File: src/rtl/ifu_fetch_ctrl.sv
// ifu_fetch_ctrl: single-outstanding instruction fetch sequencer with redirect kill
// and a decode-facing output register.
module ifu_fetch_ctrl #(
    parameter logic [31:0] RESET_PC = 32'h0000_0000
) (
    input  logic        clk,
    input  logic        rst,
    input  logic        stall_i,
    input  logic        jump_branch_flag,
    input  logic [31:0] jump_branch_addr,
    output logic        mem_req_o,
    output logic [31:0] mem_addr_o,
    input  logic        mem_gnt_i,
    input  logic        mem_rvalid_i,
    input  logic [31:0] mem_rdata_i,
    output logic        inst_valid_o,
    output logic [31:0] inst_o,
    output logic [31:0] inst_pc_o
);
    typedef enum logic {S_REQ, S_WAIT} state_t;

    state_t      state_q, state_d;
    logic [31:0] pc_q, pc_d;
    logic [31:0] pend_pc_q, pend_pc_d;
    logic        kill_q, kill_d;
    logic        valid_q, valid_d;
    logic [31:0] inst_q, inst_d;
    logic [31:0] inst_pc_q, inst_pc_d;
    logic        slot_free, fire, load;

    always_ff @(posedge clk) begin
        if (!rst) begin
            state_q   <= S_REQ;
            pc_q      <= RESET_PC;
            pend_pc_q <= 32'h0;
            kill_q    <= 1'b0;
            valid_q   <= 1'b0;
            inst_q    <= 32'h0;
            inst_pc_q <= 32'h0;
        end else begin
            state_q   <= state_d;
            pc_q      <= pc_d;
            pend_pc_q <= pend_pc_d;
            kill_q    <= kill_d;
            valid_q   <= valid_d;
            inst_q    <= inst_d;
            inst_pc_q <= inst_pc_d;
        end
    end

    // A redirect never blocks the state transition; it only marks the in-flight fetch dead.
    always_comb begin
        fire      = mem_req_o && mem_gnt_i;
        load      = (state_q == S_WAIT) && mem_rvalid_i && !kill_q && !jump_branch_flag;
        state_d   = (state_q == S_REQ) ? (fire ? S_WAIT : S_REQ)
                                       : (mem_rvalid_i ? S_REQ : S_WAIT);
        kill_d    = (state_q == S_REQ) ? (jump_branch_flag && fire)
                                       : (!mem_rvalid_i && (kill_q || jump_branch_flag));
        pc_d      = jump_branch_flag ? (jump_branch_addr & ~32'h3)
                  : fire             ? pc_q + 32'd4
                  :                    pc_q;
        pend_pc_d = fire ? pc_q : pend_pc_q;
        valid_d   = jump_branch_flag       ? 1'b0
                  : load                   ? 1'b1
                  : (valid_q && !stall_i)  ? 1'b0
                  :                          valid_q;
        inst_d    = load ? mem_rdata_i : inst_q;
        inst_pc_d = load ? pend_pc_q : inst_pc_q;
    end

    always_comb begin
        slot_free    = !valid_q || !stall_i;
        mem_req_o    = rst && (state_q == S_REQ) && slot_free;
        mem_addr_o   = pc_q;
        inst_valid_o = valid_q;
        inst_o       = inst_q;
        inst_pc_o    = inst_pc_q;
    end
endmodule
File: config.mk
export PLATFORM = sky130hd
export DESIGN_NAME = ifu_fetch_ctrl
export DESIGN_NICKNAME = d
export VERILOG_FILES = /design/src/rtl/ifu_fetch_ctrl.sv
export SDC_FILE = /design/constraint.sdc
export NUM_CORES = 1
export LEC_CHECK = 0
export ABC_AREA = 0
export ABC_CLOCK_PERIOD_IN_PS = 6500
export BUFFER_PORTS_ARGS = -buffer_cell sky130_fd_sc_hd__buf_2
export CAP_MARGIN = 20
export CORE_MARGIN = 5
export CORE_UTILIZATION = 55
export DETAILED_ROUTE_END_ITERATION = 16
export GPL_TIMING_DRIVEN = 0
export PLACE_DENSITY = 0.85
export REMOVE_ABC_BUFFERS = 1
export SYNTH_ARGS = -nofsm -noshare
export SYNTH_HDL_FRONTEND = slang
export SYNTH_SLANG_ARGS = --single-unit
File: constraint.sdc
create_clock -name clk -period 6.5 [get_ports clk]
set_clock_uncertainty 0.2 [all_clocks]
set_input_delay 1.625 -clock clk [delete_from_list [all_inputs] [get_ports clk]]
set_output_delay 1.625 -clock clk [all_outputs]
set_load 0.03 [all_outputs]
==> flow_metrics.py, run 1 <==
metrics = {
    "yosys": {
        "synth_top_flop_cell": "dfxtp_1",
        "synth-seq-cells": 125,
        "synth-async-reset-ratio_pct": 0,
        "synth_cell_types": 50,
        "synth_area_per_cell_um2": 7.73,
        "ys_warn_count": 0,
        "syn_inst": 677,
        "synth-edff-count": 0,
        "syn_area_mm2": 0.00523,
        "yosysSeqAreaShare_pct": 47.8,
    },
    "layout": {
        "layout_commonest_cell": "nand2_1",
        "area_growth_pct": 28.3,
        "nets": 877,
        "final_cell_mix": "nand2_1, buf_2, dfxtp_1, a21oi_1, o21ai_0",
        "insertedDiodeCount": 0,
        "final_area_mm2": 0.00672,
        "drive_gt1_share_pct": 24.9,
    },
    "place": {
        "hpwl_um": 9680,
        "postPlaceCellArea_mm2": 0.00609,
        "port-buffer-count": 161,
        "place_congestion": 0.807,
    },
    "die": {
        "ios": 168,
        "rows": 35,
        "die_width_um": 108,
        "initial_core_util_pct": 56.6,
        "coreArea_mm2": 0.00924,
        "die_y_um": 108,
        "dieArea_mm2": 0.0116,
    },
    "cts": {
        "cts_buffers": 17,
        "htreeDepth": 4,
        "clockRootBuffer": "clkbuf_8",
        "ctsResizeCount": 0,
        "cts.sinks": 125,
        "insertion_delay_ps": 510,
        "clk_path_buf_depth": 2,
        "cts_hold_buf": 0,
        "clkSlewWorstSetupHoldPaths_ps": 60,
        "post_cts.repair.setup_buffers": 0,
        "cts_tree": "done",
    },
    "min_path": {
        "hp-class": "flip-flop to flip-flop",
        "hold-path-endpoint": "inst_pc_o[20]$_SDFFE_PN0P_",
        "min_path_cells": 2,
        "min_from": "inst_pc_o[20]$_SDFFE_PN0P_",
    },
    "timing": {
        "timing.setup.tns_ps": 0,
        "fmax_ghz": 0.208,
        "rsz0062_at_grt": "false",
        "tightest_slew_ps": 986,
        "hold_violations": 0,
        "setup_viol_count_final": 0,
        "period_minus_slack_ps": 4820,
        "slew_viol_final": 0,
        "fin_crit_sh_pct": 74.1,
        "slew_headroom_pct": 34.3,
        "whs_ps": 249,
    },
    "route": {
        "via_per_inst": 5.64,
        "drc": 0,
        "drtPass1Iterations": 4,
        "initialDrtViolationCount": 306,
        "wl_per_cell_um": 15.5,
        "via_count": 5347,
        "route.antenna.remaining_nets": 0,
        "drt-total-wl_um": 14700,
    },
    "worst_setup_path": {
        "rrSetupSlack_ps": 3970,
        "crit_slowest_cell": "buf_2",
        "cp_cell_sequence": "buf_2 > nor2b_1 > and2_1 > buf_2",
        "criticalPathCategory": "input port to output port",
        "worstPathRequired_ps": 4680,
        "endpoint_kind": "output port",
        "path_common_cell": "buf_2",
        "crit_path_max_fanout": 41,
        "r2r_start": "mem_addr_o[2]$_SDFFE_PN0P_",
        "reg2reg_depth": 5,
        "critPathMaxStageDelay_ps": 530,
        "cp-start-kind": "input port",
        "crit_arrival_ps": 2990,
        "r2r_end": "mem_addr_o[18]$_SDFFE_PN0P_",
    },
    "grt": {
        "grtUsageTotal_pct": 25.5,
        "grt_pass1_vias": 5057,
        "antenna_found_initial": 0,
        "overflow": 0,
        "grt_pass1_wl_um": 24000,
        "grt_max_degree": 100,
    },
    "flow_run": {
        "drv_cap": 0,
    },
    "status": {
        "status": "finished, final reports clean",
    },
    "power_and_ir_drop": {
        "leakage_nw": 2.65,
        "powerDensity_mw_per_mm2": 296,
        "ir_worst_vdd_mv": 0.196,
        "total_power_mw": 1.99,
    },
}
## synth_stat cells (all sizes together) (2+ instances only)
cell type  instances  share of area (%)
nand2            201                 14
dfxtp            125                 48
a21oi             94                9.0
clkbuf            48                3.5
o21ai             27                2.6
nand3             18                1.8
nand4             18                2.2
a31oi             14                1.7
nor2              13               0.93
buf               12                1.4
or4               10                1.4
or3                9                1.1
a211oi             8                1.1
nor3               8               0.77
o31ai              8                1.1
and4               7                1.2
nor4               7               0.84
and3               5               0.60
nor2b              5               0.60
inv                4               0.29
a32oi              3               0.50
and2               3               0.36
nor3b              3               0.43
nor4b              3               0.50
o211ai             3               0.43
a311oi             2               0.33
o31a               2               0.33
## cell type report
cell class / instances / area, um2
Sequential cell: 125 / 2500
Timing Repair Buffer: 167 / 926
Tap cell: 129 / 161
Clock buffer: 19 / 442
Clock inverter: 13 / 188
Multi-Input combinational cell: 491 / 2480
Fill cell: 739 / 2520
Inverter: 4 / 17.5
## state kept, by name (all words and copies together), names as in the netlist
signal	cells
inst_pc_o	30
inst_valid_o	1
mem_addr_o	30
kill_q	1
inst_o	32
state_q	1
pend_pc_q	30
## layer usage
layer,up-vias,global-route usage (%),wire (um)
li1,2613,-,-
met1,2466,31.8,6050
met2,242,43.3,7300
met3,26,5.52,1060
met4,0,9.38,280
met5,-,0,0
## stage by stage
step | utilization (%) | worst slack (ps) | cells
2_1_floorplan | - | 1910 | 620
3_3_place_gp | 64.5 | 96.7 | 910
3_5_place_dp | 65.9 | 1710 | 916
4_1_cts | 72.7 | 1720 | 948
5_1_grt | 72.7 | 1610 | 948
6_report | 72.7 | 1680 | 948
## report_power, final
group          switching [mW]  leakage [nW]  internal (mW)
sequential             0.0291          1.02          0.789
combinational           0.109          1.33         0.0551
clock                   0.358         0.301          0.645
total                   0.496          2.65           1.49
## worst max-delay path: cells and delay by family
kind	cells	cell delay, ps
buffers and inverters	2	730
and+or+nand+nor	2	620
## cells by family (layout without fill, tap and decap cells)
logic type / after synthesis / after routing / share of synthesized area, %
AOI/OAI and AO/OA: 170 / 170 / 18.7
xor gates and xnor gates: 2 / 2 / 0.335
adders and majority gates: 1 / 1 / 0.239
buffers and inverters: 64 / 203 / 5.16
DFF: 125 / 125 / 47.8
other: 1 / 4 / 0.0717
and+or+nand+nor: 314 / 314 / 27.6
## how the worst max path moves through the flow
stage,start,end,slack (ps),cells past startpoint
global placement,jump_branch_flag,inst_valid_o$_SDFFE_PP0P_,100,4
finish,rst,mem_req_o,1680,4
floorplan,jump_branch_flag,inst_valid_o$_SDFFE_PP0P_,1910,3
global route,rst,mem_req_o,1610,4
CTS,rst,mem_req_o,1720,4
detailed placement,rst,mem_req_o,1710,4
No activity file was read; power rests on OpenSTA's default activity.
==> run 2, diff against run 1 <==
--- a/config.mk
+++ b/config.mk
@@ -6,14 +6,14 @@
 export NUM_CORES = 1
 export LEC_CHECK = 0
 export ABC_AREA = 0
-export ABC_CLOCK_PERIOD_IN_PS = 6500
+export ABC_CLOCK_PERIOD_IN_PS = 4110
 export BUFFER_PORTS_ARGS = -buffer_cell sky130_fd_sc_hd__buf_2
 export CAP_MARGIN = 20
 export CORE_MARGIN = 5
-export CORE_UTILIZATION = 55
+export CORE_UTILIZATION = 46
 export DETAILED_ROUTE_END_ITERATION = 16
 export GPL_TIMING_DRIVEN = 0
-export PLACE_DENSITY = 0.85
+export PLACE_DENSITY = 0.76
 export REMOVE_ABC_BUFFERS = 1
 export SYNTH_ARGS = -nofsm -noshare
 export SYNTH_HDL_FRONTEND = slang
==> constraint.sdc (replaced) <==
create_clock -name clk -period 4.11 [get_ports clk]
set_clock_uncertainty 0.2 [all_clocks]
set_input_delay 1.0275 -clock clk [delete_from_list [all_inputs] [get_ports clk]]
set_output_delay 1.0275 -clock clk [all_outputs]
set_load 0.03 [all_outputs]
==> flow_metrics.py, run 2 (synthesis gave the netlist of run 1 again) <==
metrics = {
    "power_and_ir_drop": {
        "ir_worst_vdd_mv": 0.262,
        "pwr-share-seq_pct": 41.7,
        "cellInternalPower_mw": 2.39,
        "clockPowerShare_pct": 50.0,
        "powerDensity_mw_per_mm2": 461,
        "leakage_nw": 2.66,
        "p_sw_mw": 0.725,
        "total_power_mw": 3.11,
        "swShare_pct": 23.3,
        "power_frac_comb_pct": 8.3,
    },
    "timing": {
        "slew_headroom_pct": 34.5,
        "whs_ps": 248,
        "fin_crit_sh_pct": 88.3,
        "rsz0062_at_grt": "false",
        "timing.setup.tns_ps": 0,
        "period_minus_slack_ps": 3630,
        "slew_viol_final": 0,
        "hold_violations": 0,
        "fmax_ghz": 0.276,
        "setup_viol_count_final": 0,
        "tightest_slew_ps": 983,
    },
    "worst_setup_path": {
        "crit_path_start": "rst",
        "cp-start-kind": "input port",
        "criticalPathCategory": "input port to output port",
        "worstPathRequired_ps": 2880,
        "endpoint_kind": "output port",
        "crit_path_max_fanout": 41,
        "r2r_start": "mem_addr_o[2]$_SDFFE_PN0P_",
        "crit_arrival_ps": 2400,
    },
    "grt": {
        "grt_pass1_wl_um": 23500,
        "antenna_found_initial": 0,
        "overflow": 0,
        "grtUsageTotal_pct": 21.7,
        "grt_max_degree": 100,
        "grt_pass1_vias": 5010,
    },
    "cts": {
        "clk_path_buf_depth": 2,
        "insertion_delay_ps": 410,
        "cts_hold_buf": 0,
        "cts_buffers": 17,
        "htreeDepth": 4,
        "clkSlewWorstSetupHoldPaths_ps": 50,
        "clockRootBuffer": "clkbuf_16",
        "post_cts.repair.setup_buffers": 0,
        "cts_tree": "done",
        "ctsResizeCount": 0,
        "cts.sinks": 125,
    },
    "place": {
        "place_congestion": 0.752,
        "hpwl_um": 10000,
        "port-buffer-count": 161,
    },
    "route": {
        "wl_per_cell_um": 15.3,
        "drc": 0,
        "drtPass1Iterations": 6,
        "via_count": 5323,
        "via_per_inst": 5.54,
        "initialDrtViolationCount": 399,
        "drt-total-wl_um": 14700,
        "route.antenna.remaining_nets": 0,
    },
    "min_path": {
        "hp-class": "flip-flop to flip-flop",
        "min_from": "inst_pc_o[9]$_SDFFE_PN0P_",
    },
    "layout": {
        "final_cell_mix": "nand2_1, buf_2, dfxtp_1, a21oi_1, o21ai_0",
        "largest_reg_flops": 32,
        "drive_gt1_share_pct": 24.3,
        "seqCellArea_mm2": 0.00250,
        "nets": 877,
        "fillCellCount": 1017,
        "fin_util_pct": 59.8,
        "layout_commonest_cell": "nand2_1",
        "insertedDiodeCount": 0,
        "area_growth_pct": 28.9,
        "multi_input_area_mm2": 0.00248,
    },
    "die": {
        "ios": 168,
        "coreArea_mm2": 0.0113,
        "rows": 39,
        "die_y_um": 117,
        "die_width_um": 117,
        "initial_core_util_pct": 46.4,
        "dieArea_mm2": 0.0136,
    },
    "status": {
        "status": "finished, final reports clean",
    },
    "flow_run": {
        "drv_cap": 0,
    },
}
## run 2: changes by cell type in the layout (fill, tap and decap cells not counted), sizes merged
cell      before  now
bufinv         4    3
clkinvlp       3    1
clkinv         4    1
clkbuf        19   26
inv            6    4
## run 2: area by class of cell
cell class,instances,area share (%)
flip-flops and latches,125,37.1
multi-input cells,491,36.7
repair buffers,167,14.0
clock buffers,26,7.70
well taps,143,2.65
clock inverters,5,1.52
inverters,4,0.260
## run 2: final timing paths
path	to	slack (ps)	depth (start not counted)
worst min-delay path	inst_pc_o[9]$_SDFFE_PN0P_	250	2
worst max register to register	mem_addr_o[18]$_SDFFE_PN0P_	1620	5
worst max-delay path	mem_req_o	480	4
worst min register to register	inst_pc_o[9]$_SDFFE_PN0P_	250	2
## run 2: per-layer routing
| layer | global-route usage [%] | vias up | part of all wire [%] |
|---|---|---|---|
| met4 | 9.48 | 0 | 2.4 |
| met1 | 26.5 | 2474 | 42 |
| li1 | - | 2622 | - |
| met3 | 5.49 | 30 | 7.4 |
| met5 | 0 | - | 0 |
| met2 | 36.3 | 197 | 48 |
## run 2: metrics by stage
stage                     area (um2)  setup slack (ps)  instances
final                           6740               480        961
after global routing            6740               313        961
after CTS                       6740               506        961
after detailed placement        6120               146        930
after global placement          5970             -1710        924
after floorplan                 4990               120        620
## run 2: worst max-delay path, stage by stage
cell and delay [ps]:
buf_2 540, nor2b_1 440, and2_1 190, buf_2 190
## run 2: power by group through the flow
stage / clock [mW] / sequential, mW / combinational [mW]
6_report: 1.55 / 1.30 / 0.260
5_1_grt: 1.64 / 1.30 / 0.285
4_1_cts: 1.58 / 1.30 / 0.260
3_5_place_dp: 0 / 1.32 / 0.259
3_3_place_gp: 0 / 1.32 / 0.239
2_1_floorplan: 0 / 1.36 / 0.0973
